===== src/rtl/aes_pipe_batch_ctrl.sv =====
// Batch sequencer for the half-pipelined AES core: optional key load, key-schedule
// settle wait, encrypt_go pulse, then block counting until the batch completes or faults.
module aes_pipe_batch_ctrl #(
  parameter int pCNT_W     = 16,
  parameter int pKEY_WAIT  = 24,
  parameter int pTIMEOUT_W = 20,
  parameter int pCYC_W     = 32
) (
  input  logic              clk,
  input  logic              reset,
  input  logic              cmd_start,
  input  logic              cmd_load_key,
  input  logic [pCNT_W-1:0] cmd_count,
  input  logic              cmd_abort,
  input  logic              pipe_busy,
  input  logic              block_out,
  input  logic [3:0]        fifo_errors,
  output logic              load_key,
  output logic              encrypt_go,
  output logic              clear_fifo_errors,
  output logic              trig_o,
  output logic              busy_o,
  output logic              done_o,
  output logic [1:0]        err_o,
  output logic [2:0]        state_o,
  output logic [pCNT_W-1:0] blocks_done_o,
  output logic [pCYC_W-1:0] cycle_count_o
);

  typedef enum logic [2:0] {
    ST_IDLE  = 3'd0,
    ST_CLR   = 3'd1,
    ST_KEY   = 3'd2,
    ST_KWAIT = 3'd3,
    ST_GO    = 3'd4,
    ST_RUN   = 3'd5,
    ST_DONE  = 3'd6,
    ST_ERR   = 3'd7
  } state_t;

  typedef enum logic [1:0] {
    ERR_NONE    = 2'd0,
    ERR_FIFO    = 2'd1,
    ERR_TIMEOUT = 2'd2,
    ERR_ABORT   = 2'd3
  } err_t;

  localparam int KW_W = (pKEY_WAIT > 1) ? $clog2(pKEY_WAIT) : 1;
  localparam logic [KW_W-1:0]       KW_LAST = KW_W'(pKEY_WAIT - 1);
  localparam logic [pTIMEOUT_W-1:0] WD_MAX  = '1;
  // Watchdog fires on the edge that would carry it to all-ones.
  localparam logic [pTIMEOUT_W-1:0] WD_PRE  = WD_MAX - pTIMEOUT_W'(1);

  state_t              state_q, state_d;
  err_t                err_q, err_d;
  logic                done_q, done_d;
  logic [pCNT_W-1:0]   count_q;
  logic                key_q;
  logic [KW_W-1:0]     kw_q;
  logic [pTIMEOUT_W-1:0] wd_q;
  logic [pCNT_W-1:0]   blocks_q;
  logic [pCYC_W-1:0]   cyc_q;

  logic accept_start;
  logic blk_take;
  logic last_blk;
  logic batch_full;
  logic wd_expire;

  assign accept_start = cmd_start &&
                        (state_q inside {ST_IDLE, ST_DONE, ST_ERR});
  assign blk_take     = (state_q == ST_RUN) && block_out && (blocks_q != count_q);
  assign last_blk     = blk_take && ((blocks_q + pCNT_W'(1)) == count_q);
  assign batch_full   = (blocks_q == count_q) || last_blk;
  assign wd_expire    = !block_out && (wd_q == WD_PRE);

  // NOTE: every always_comb output gets a default first so no path leaves it unassigned (no latch).
  always_comb begin
    state_d = state_q;
    err_d   = err_q;
    done_d  = done_q;
    unique case (state_q)
      ST_IDLE, ST_DONE, ST_ERR: begin
        if (cmd_start) begin
          state_d = ST_CLR;
          err_d   = ERR_NONE;
          done_d  = 1'b0;
        end
      end
      ST_CLR: begin
        if (cmd_abort) begin
          state_d = ST_ERR;
          err_d   = ERR_ABORT;
        end else if (count_q == '0) begin
          state_d = ST_DONE;
          done_d  = 1'b1;
        end else if (key_q) begin
          state_d = ST_KEY;
        end else begin
          state_d = ST_GO;
        end
      end
      ST_KEY: begin
        if (cmd_abort) begin
          state_d = ST_ERR;
          err_d   = ERR_ABORT;
        end else begin
          state_d = ST_KWAIT;
        end
      end
      ST_KWAIT: begin
        if (cmd_abort) begin
          state_d = ST_ERR;
          err_d   = ERR_ABORT;
        end else if (kw_q == KW_LAST) begin
          state_d = ST_GO;
        end
      end
      ST_GO: begin
        if (cmd_abort) begin
          state_d = ST_ERR;
          err_d   = ERR_ABORT;
        end else begin
          state_d = ST_RUN;
        end
      end
      ST_RUN: begin
        if (cmd_abort) begin
          state_d = ST_ERR;
          err_d   = ERR_ABORT;
        end else if (fifo_errors != 4'd0) begin
          state_d = ST_ERR;
          err_d   = ERR_FIFO;
        end else if (wd_expire) begin
          state_d = ST_ERR;
          err_d   = ERR_TIMEOUT;
        end else if (batch_full && !pipe_busy) begin
          // Completion waits for the pipeline to drain before declaring DONE.
          state_d = ST_DONE;
          done_d  = 1'b1;
        end
      end
      default: state_d = ST_IDLE;
    endcase
  end

  // NOTE: sequential state uses non-blocking assignments so all registers update from pre-edge values.
  always_ff @(posedge clk) begin
    if (reset) begin
      state_q <= ST_IDLE;
      err_q   <= ERR_NONE;
      done_q  <= 1'b0;
    end else begin
      state_q <= state_d;
      err_q   <= err_d;
      done_q  <= done_d;
    end
  end

  always_ff @(posedge clk) begin
    if (reset) begin
      count_q  <= '0;
      key_q    <= 1'b0;
      kw_q     <= '0;
      wd_q     <= '0;
      blocks_q <= '0;
      cyc_q    <= '0;
    end else begin
      if (accept_start) begin
        count_q  <= cmd_count;
        key_q    <= cmd_load_key;
        blocks_q <= '0;
        cyc_q    <= '0;
      end else begin
        if (blk_take) begin
          blocks_q <= blocks_q + pCNT_W'(1);
        end
        // Timing stops at the last counted block and saturates rather than wrapping.
        if ((state_q == ST_RUN) && (blocks_q != count_q) && (cyc_q != '1)) begin
          cyc_q <= cyc_q + pCYC_W'(1);
        end
      end

      if (state_q == ST_KWAIT) begin
        kw_q <= kw_q + KW_W'(1);
      end else begin
        kw_q <= '0;
      end

      if ((state_q == ST_RUN) && !block_out) begin
        wd_q <= wd_q + pTIMEOUT_W'(1);
      end else begin
        wd_q <= '0;
      end
    end
  end

  assign clear_fifo_errors = (state_q == ST_CLR);
  assign load_key          = (state_q == ST_KEY);
  assign encrypt_go        = (state_q == ST_GO);
  assign trig_o            = (state_q == ST_GO) || (state_q == ST_RUN);
  assign busy_o            = !(state_q inside {ST_IDLE, ST_DONE, ST_ERR});
  assign done_o            = done_q;
  assign err_o             = err_q;
  assign state_o           = state_q;
  assign blocks_done_o     = blocks_q;
  assign cycle_count_o     = cyc_q;

endmodule


===== config.mk =====
export PLATFORM = sky130hd
export DESIGN_NAME = aes_pipe_batch_ctrl
export DESIGN_NICKNAME = d
export VERILOG_FILES = /design/src/rtl/aes_pipe_batch_ctrl.sv
export SDC_FILE = /design/constraint.sdc
export NUM_CORES = 1
export LEC_CHECK = 0
export CAP_MARGIN = 20
export CORE_MARGIN = 1.5
export CORE_UTILIZATION = 30
export CTS_BUF_LIST = sky130_fd_sc_hd__clkbuf_8
export CTS_CLUSTER_SIZE = 10
export DETAILED_ROUTE_END_ITERATION = 10
export PLACE_DENSITY = 0.47
export REMOVE_ABC_BUFFERS = 1
export SYNTH_ARGS = -nofsm -noshare
export SYNTH_HDL_FRONTEND = slang
export SYNTH_SLANG_ARGS = --single-unit

===== constraint.sdc =====
create_clock -name clk -period 4.88 [get_ports clk]
set_input_delay 1.22 -clock clk [delete_from_list [all_inputs] [get_ports clk]]
set_output_delay 1.22 -clock clk [all_outputs]
set_load 0.005 [all_outputs]

==> out/results.tsv, run 1 <==
metric	value	unit
fin_setup_tns	0	ps
dp_hpwl	10.1	mm
fillers	1684	
finalCritPeriodShare	68.2	%
stdcell_count	905	
drt_iter0_markers	204	
grt-ovfl-total	0	
grt_usage	16.2	%
powerDensity	340	nW/um^2
routedWlPerCell	15.1	um
hp-class	flop to flop	
intPower	1.37	mW
antenna_left	0	
path_clk_slew	90	ps
outcome	finished, final reports clean	
yosys.area.top_type	dfxtp_1	
pre_cts_ws	1200	ps
initial_core_util	30.7	%
worstPathRequired	3660	ps
swShare	35.6	%
critPathSlowestCell	dfxtp_1	
whs	462	ps
crit_chain	nor3_1 -> a21o_1 -> inv_1 -> clkdlybuf4s50_1	
synth.area.top_cells	dfxtp_1 (38%), xor2_1 (11%), nor2_1 (6.1%)	
synth-main-ff-cell	dfxtp_1	
tightest_slew	817	ps
final_nets	713	
postCtsResizedCells	0	
whs_endpoint	kw_q[0]$_SDFF_PP0_	
max_stage_delay	730	ps
crit_family	flip-flops	
post_dp_cell_area	6080	sq um
io_buffers	85	
layout-drive-gt1-share	4.82	%
gp_congestion	0.832	
synth_top_area_share	37.9	%
placedCellCount	890	
cts_sinks	96	
clk_path_buf_depth	2	
design_area	6270	sq um
critPathLaunchType	flop	
core_area	16500	sq um
fin_worst_skew	11.3	ps
ys_seq_area_share	37.9	%
comb_power_share	32.4	%
r2r_end	cycle_count_o[27]$_SDFFE_PP0P_	
path_buf_inv	2	
timing.final.ws_setup	1550	ps
htreeDepth	3	
vias_per_cell	4.97	
antenna_cells	0	
p_clk_share	24.6	%
die_area	17700	sq um
synth.distinct_cells	69	
cts_buffers	9	
rrSetupSlack	1890	ps
die_y	133	um
setup_viol	0	
syn_area	5070	sq um
antenna_found_initial	0	
seqPwrFrac	42.9	%
max_cap_viol_count	0	
grt_max_degree	33	
yosys_warnings	0	
hold_start	kw_q[0]$_SDFF_PP0_	
io_pins	86	
final_cell_mix	dfxtp_1 (96), clkdlybuf4s50_1 (85), nor2_1 (83)	
crit_path_max_fanout	20	
cellLeakagePower	2.20	nW
rows	47	
wl	13.7	mm
endpoint_kind	output port	
arrival	2110	ps
rsz0062_at_grt	false	
power_switching	0.758	mW
hold_path_depth	1	
synth-edff-count	0	
clkLatencyLatePin	390	ps
worstSetupPathType	flop to output port	
cts_setup_buffers	0	
r2r_cells	6	
synthToLayoutAreaGrowth	23.6	%
ir_drop	0.207	mV
hold_buffers	0	
die_w	133	um
hold_viol_final	0	
syn_area_per_cell	8.26	sq um
drc	0	
synth_cells	614	
grt_pass1_wl	22.6	mm
slew_headroom	45.0	%
grt_pass1_vias	4353	
r2r_start	state_o[1]$_SDFFE_PP0P_	
layout_min_cycle_time	3330	ps
maxSlewViolCount	0	
synth-seq-cells	96	
timing.fmax	301	MHz
async_flop_share	0	%
dr.pass1.iters	4	
layout_commonest_cell	dfxtp_1	
clockRootBuffer	clkbuf_8	
vias	4500	
cts_tree	yes	
## routing by layer
layer  share of wire, %  track usage (%)
met1                 48             21.2
met2                 46             25.8
met3                2.8             2.61
met4                3.1             7.94
met5                  0                0
## state kept, by name (all words and copies together) (netlist names)
name	cells
state_o	3
wd_q	20
err_o	2
done_o	1
cycle_count_o	32
blocks_done_o	16
kw_q	5
count_q	16
key_q	1
## area by class of cell
cell class,instances,area (sq um),share of cell area [%]
Clock inverter,5,50.0,0.798
Sequential cell,96,1920,30.7
Multi-Input combinational cell,477,2970,47.4
Tap cell,220,275,4.39
Inverter,7,26.3,0.419
Clock buffer,10,138,2.20
Timing Repair Buffer,90,888,14.2
## cells by family after synthesis
| group | after synthesis | share of synthesized area [%] |
|---|---|---|
| AND/OR/NAND/NOR | 307 | 31.2 |
| flip-flops | 96 | 37.9 |
| XOR/XNOR | 84 | 14.7 |
| AO/OA/AOI/OAI | 80 | 11.2 |
| buffers and inverters | 41 | 3.60 |
| adder cells (fa/ha/maj) | 5 | 1.23 |
| multiplexers | 1 | 0.197 |
## power groups by stage
stage / logic (mW) / clock network, mW / registers [mW]
after floorplan: 0.428 / 0 / 0.928
after global placement: 0.688 / 0 / 0.933
after detailed placement: 0.691 / 0 / 0.933
after CTS: 0.695 / 0.549 / 0.914
after global routing: 0.768 / 0.576 / 0.926
final: 0.690 / 0.525 / 0.914
## worst reg2reg max path: stages (launching register included)
cell      delay (ps)
dfxtp_1          730
nor3_1           180
a21o_1           220
nand2_1          520
nand2b_2         560
or4_1            650
nand2_1           70
## how the worst max path moves through the flow
| stage | from | to | cells after the start |
|---|---|---|---|
| after floorplan | cmd_start | cycle_count_o[19]$_SDFFE_PP0P_ | 4 |
| after global placement | cmd_start | done_o$_SDFFE_PP0P_ | 7 |
| after detailed placement | cmd_start | done_o$_SDFFE_PP0P_ | 7 |
| after CTS | state_o[1]$_SDFFE_PP0P_ | busy_o | 4 |
| after global routing | fifo_errors[1] | state_o[2]$_SDFFE_PP0P_ | 7 |
| final | state_o[1]$_SDFFE_PP0P_ | busy_o | 4 |
## metrics by stage
| step | power [mW] | utilization [%] |
|---|---|---|
| detailed placement | 1.62 | 36.8 |
| global placement | 1.62 | 36.8 |
| CTS | 2.16 | 37.9 |
| global route | 2.27 | 37.9 |
| finish | 2.13 | 37.9 |
| floorplan | 1.36 | - |
## synth_stat cells (2+ instances only)
master     count
a211o_1        2
a21oi_1       31
a31oi_1        3
and2_1         7
and3_1        17
and4_1        13
buf_1          2
buf_2          8
buf_6          2
clkbuf_1      21
dfxtp_1       96
ha_1           5
inv_1          7
nand2_1       72
nand2b_1       8
nand3_1       31
nand3b_1       3
nand4_1       24
nand4b_1       2
nor2_1        83
nor2b_1        4
nor3_1         9
nor3b_1        3
nor4_1         9
o2111ai_1      2
o211ai_1       4
o21ai_0       10
o21ai_1        2
o21bai_1       2
o31ai_1        2
o32ai_1        2
or3_1          6
or4_1          5
xnor2_1       20
xor2_1        63
No activity file was read; power rests on OpenSTA's default activity.
==> run 2, diff against run 1 <==
PLACE_DENSITY = 0.49   (was 0.47)
clock period = 2.9 ns   (was 4.88 ns; I/O delays follow)
==> run 2 against run 1 <==
  * Core utilization up 0.88 points
  * Largest cell class unchanged
  * Critical path type unchanged
  * Combinational power up 78%
  * Critical endpoint unchanged
  * Total power up 77%
==> out/results.tsv, run 2 (same netlist as run 1, synthesis figures left out) <==
metric	value	unit	change
layout_min_cycle_time	2680	ps	
powerDensity	587	nW/um^2	was 340 nW/um^2
drt_iter0_markers	184		was 204
cts_tree	yes		unchanged
grt_usage	15.9	%	was 16.2%
routedWlPerCell	15.0	um	was 15.1 um
arrival	1950	ps	was 2110 ps
fin_setup_tns	0	ps	unchanged
timing.final.ws_setup	221	ps	was 1550 ps
drc	0		unchanged
initial_core_util	30.7	%	unchanged
stdcell_count	920		was 905
setup_viol	0		unchanged
wl	13.8	mm	was 13.7 mm
outcome	finished, final reports clean		unchanged
final_nets	728		was 713
maxSlewViolCount	0		unchanged
path_clk_slew	90	ps	about the same
antenna_cells	0		unchanged
io_pins	86		unchanged
hp-class	flop to flop		unchanged
timing.fmax	373	MHz	
die_w	133	um	unchanged
worstSetupPathType	flop to output port		unchanged
largest_register_ffs	32		unchanged
finalCritPeriodShare	92.4	%	
hold_viol_final	0		unchanged
cts_sinks	96		unchanged
grt_max_degree	21		was 33
grtUsageMet3	2.64	%	was 2.61%
tightest_slew	701	ps	was 817 ps
ir_drop	0.305	mV	was 0.207 mV
grt-ovfl-total	0		unchanged
htreeDepth	3		unchanged
endpoint_kind	output port		unchanged
rows	47		unchanged
placedCellCount	905		was 890
grt_pass1_vias	4472		was 4353
vias_per_cell	5.03		was 4.97
antenna_left	0		unchanged
critPathSlowestCell	dfxtp_1		unchanged
grt.busiest_layer	met2		unchanged
layout_commonest_cell	dfxtp_1		unchanged
rsz0062_at_grt	false		unchanged
synthToLayoutAreaGrowth	26.5	%	was 23.6%
max_stage_delay	630	ps	was 730 ps
clockRootBuffer	clkbuf_8		unchanged
cts_buffers	9		unchanged
crit_family	flip-flops		unchanged
pre_cts_ws	206	ps	was 1200 ps
slew_headroom	53.3	%	was 45.0%
use_met2	25.4	%	was 25.8%
path_buf_inv	2		unchanged
cellLeakagePower	2.29	nW	was 2.20 nW
antenna_found_initial	0		unchanged
fin_worst_skew	8.52	ps	was 11.3 ps
layout-drive-gt1-share	7.00	%	was 4.82%
io_buffers	85		unchanged
hold_buffers	0		unchanged
grtUsageMet1	21.3	%	was 21.2%
clk_path_buf_depth	2		unchanged
final_cell_mix	dfxtp_1 (96), clkdlybuf4s50_1 (85), nor2_1 (83)		unchanged
dp_hpwl	10.2	mm	was 10.1 mm
vias	4628		was 4500
worstPathRequired	2170	ps	was 3660 ps
postCtsResizedCells	0		unchanged
core_area	16500	sq um	unchanged
gp_congestion	0.814		was 0.832
dr.pass1.iters	5		was 4
cts_setup_buffers	0		unchanged
post_dp_cell_area	6190	sq um	was 6080 sq um
design_area	6410	sq um	was 6270 sq um
die_area	17700	sq um	unchanged
max_cap_viol_count	0		unchanged
critPathLaunchType	flop		unchanged
die_y	133	um	unchanged
grt_pass1_wl	22.6	mm	about the same
crit_chain	nor3_1 -> a21o_1 -> inv_1 -> clkdlybuf4s50_1		unchanged
clkLatencyLatePin	380	ps	was 390 ps
crit_path_max_fanout	13		was 20
==> run 2: changes by cell type in the layout (fill, tap and decap cells not counted) <==
cell        change
inv_1           -1
buf_4          +15
clkinvlp_4      -1
clkbuf_8        +1
bufinv_16       +1
==> run 2: final timing paths <==
check / depth (start not counted) / end / slack [ps] / from
worst min register to register: 1 / wd_q[0]$_SDFF_PP0_ / 470 / wd_q[0]$_SDFF_PP0_
worst max-delay path: 4 / busy_o / 220 / state_o[2]$_SDFFE_PP0P_
worst min-delay path: 1 / wd_q[0]$_SDFF_PP0_ / 470 / wd_q[0]$_SDFF_PP0_
worst max register to register: 8 / state_o[0]$_SDFFE_PP0P_ / 350 / blocks_done_o[0]$_SDFFE_PP0P_
==> run 2: per-layer routing <==
layer / routed length, um / up-vias / part of all wire [%]
li1: - / 2318 / -
met1: 6700 / 2201 / 49
met2: 6310 / 93 / 46
met3: 527 / 16 / 3.8
met4: 239 / 0 / 1.7
met5: 0 / - / 0
==> run 2: worst reg2reg max path, cell delays in order (launching register included) <==
cell	delay, ps
dfxtp_1	350
ha_1	330
nand3_2	220
o21ai_0	190
or4b_2	590
a31oi_1	220
nand4_1	150
o21ai_1	260
o32ai_1	120
==> run 2: stage by stage <==
stage | hold WS (ps) | util [%] | power, mW
2_1_floorplan | 418 | - | 2.28
3_3_place_gp | 432 | 37.5 | 2.79
3_5_place_dp | 453 | 37.5 | 2.80
4_1_cts | 468 | 38.8 | 3.81
5_1_grt | 502 | 38.8 | 4.00
6_report | 468 | 38.8 | 3.77
==> run 2: power by group <==
group / switching (mW) / internal [mW] / total [mW]
Combinational: 0.702 / 0.531 / 1.23
Sequential: 0.126 / 1.40 / 1.53
Clock: 0.478 / 0.524 / 1.00
Total: 1.31 / 2.46 / 3.77
==> run 2: final cells by class <==
type / instances / area, sq um
flip-flops and latches: 96 / 1920
well taps: 220 / 275
inverters: 7 / 26.3
clock buffers: 11 / 151
repair buffers: 105 / 1000
multi-input cells: 477 / 2970
clock inverters: 4 / 68.8
fillers: 1682 / 10100
==> run 3, diff against run 2 <==
CTS_CLUSTER_SIZE = 20   (was 10)
TNS_END_PERCENT = 10   (was unset)
==> results of run 3 <==
Final layout, timing and power as in run 2 (identical DEF).
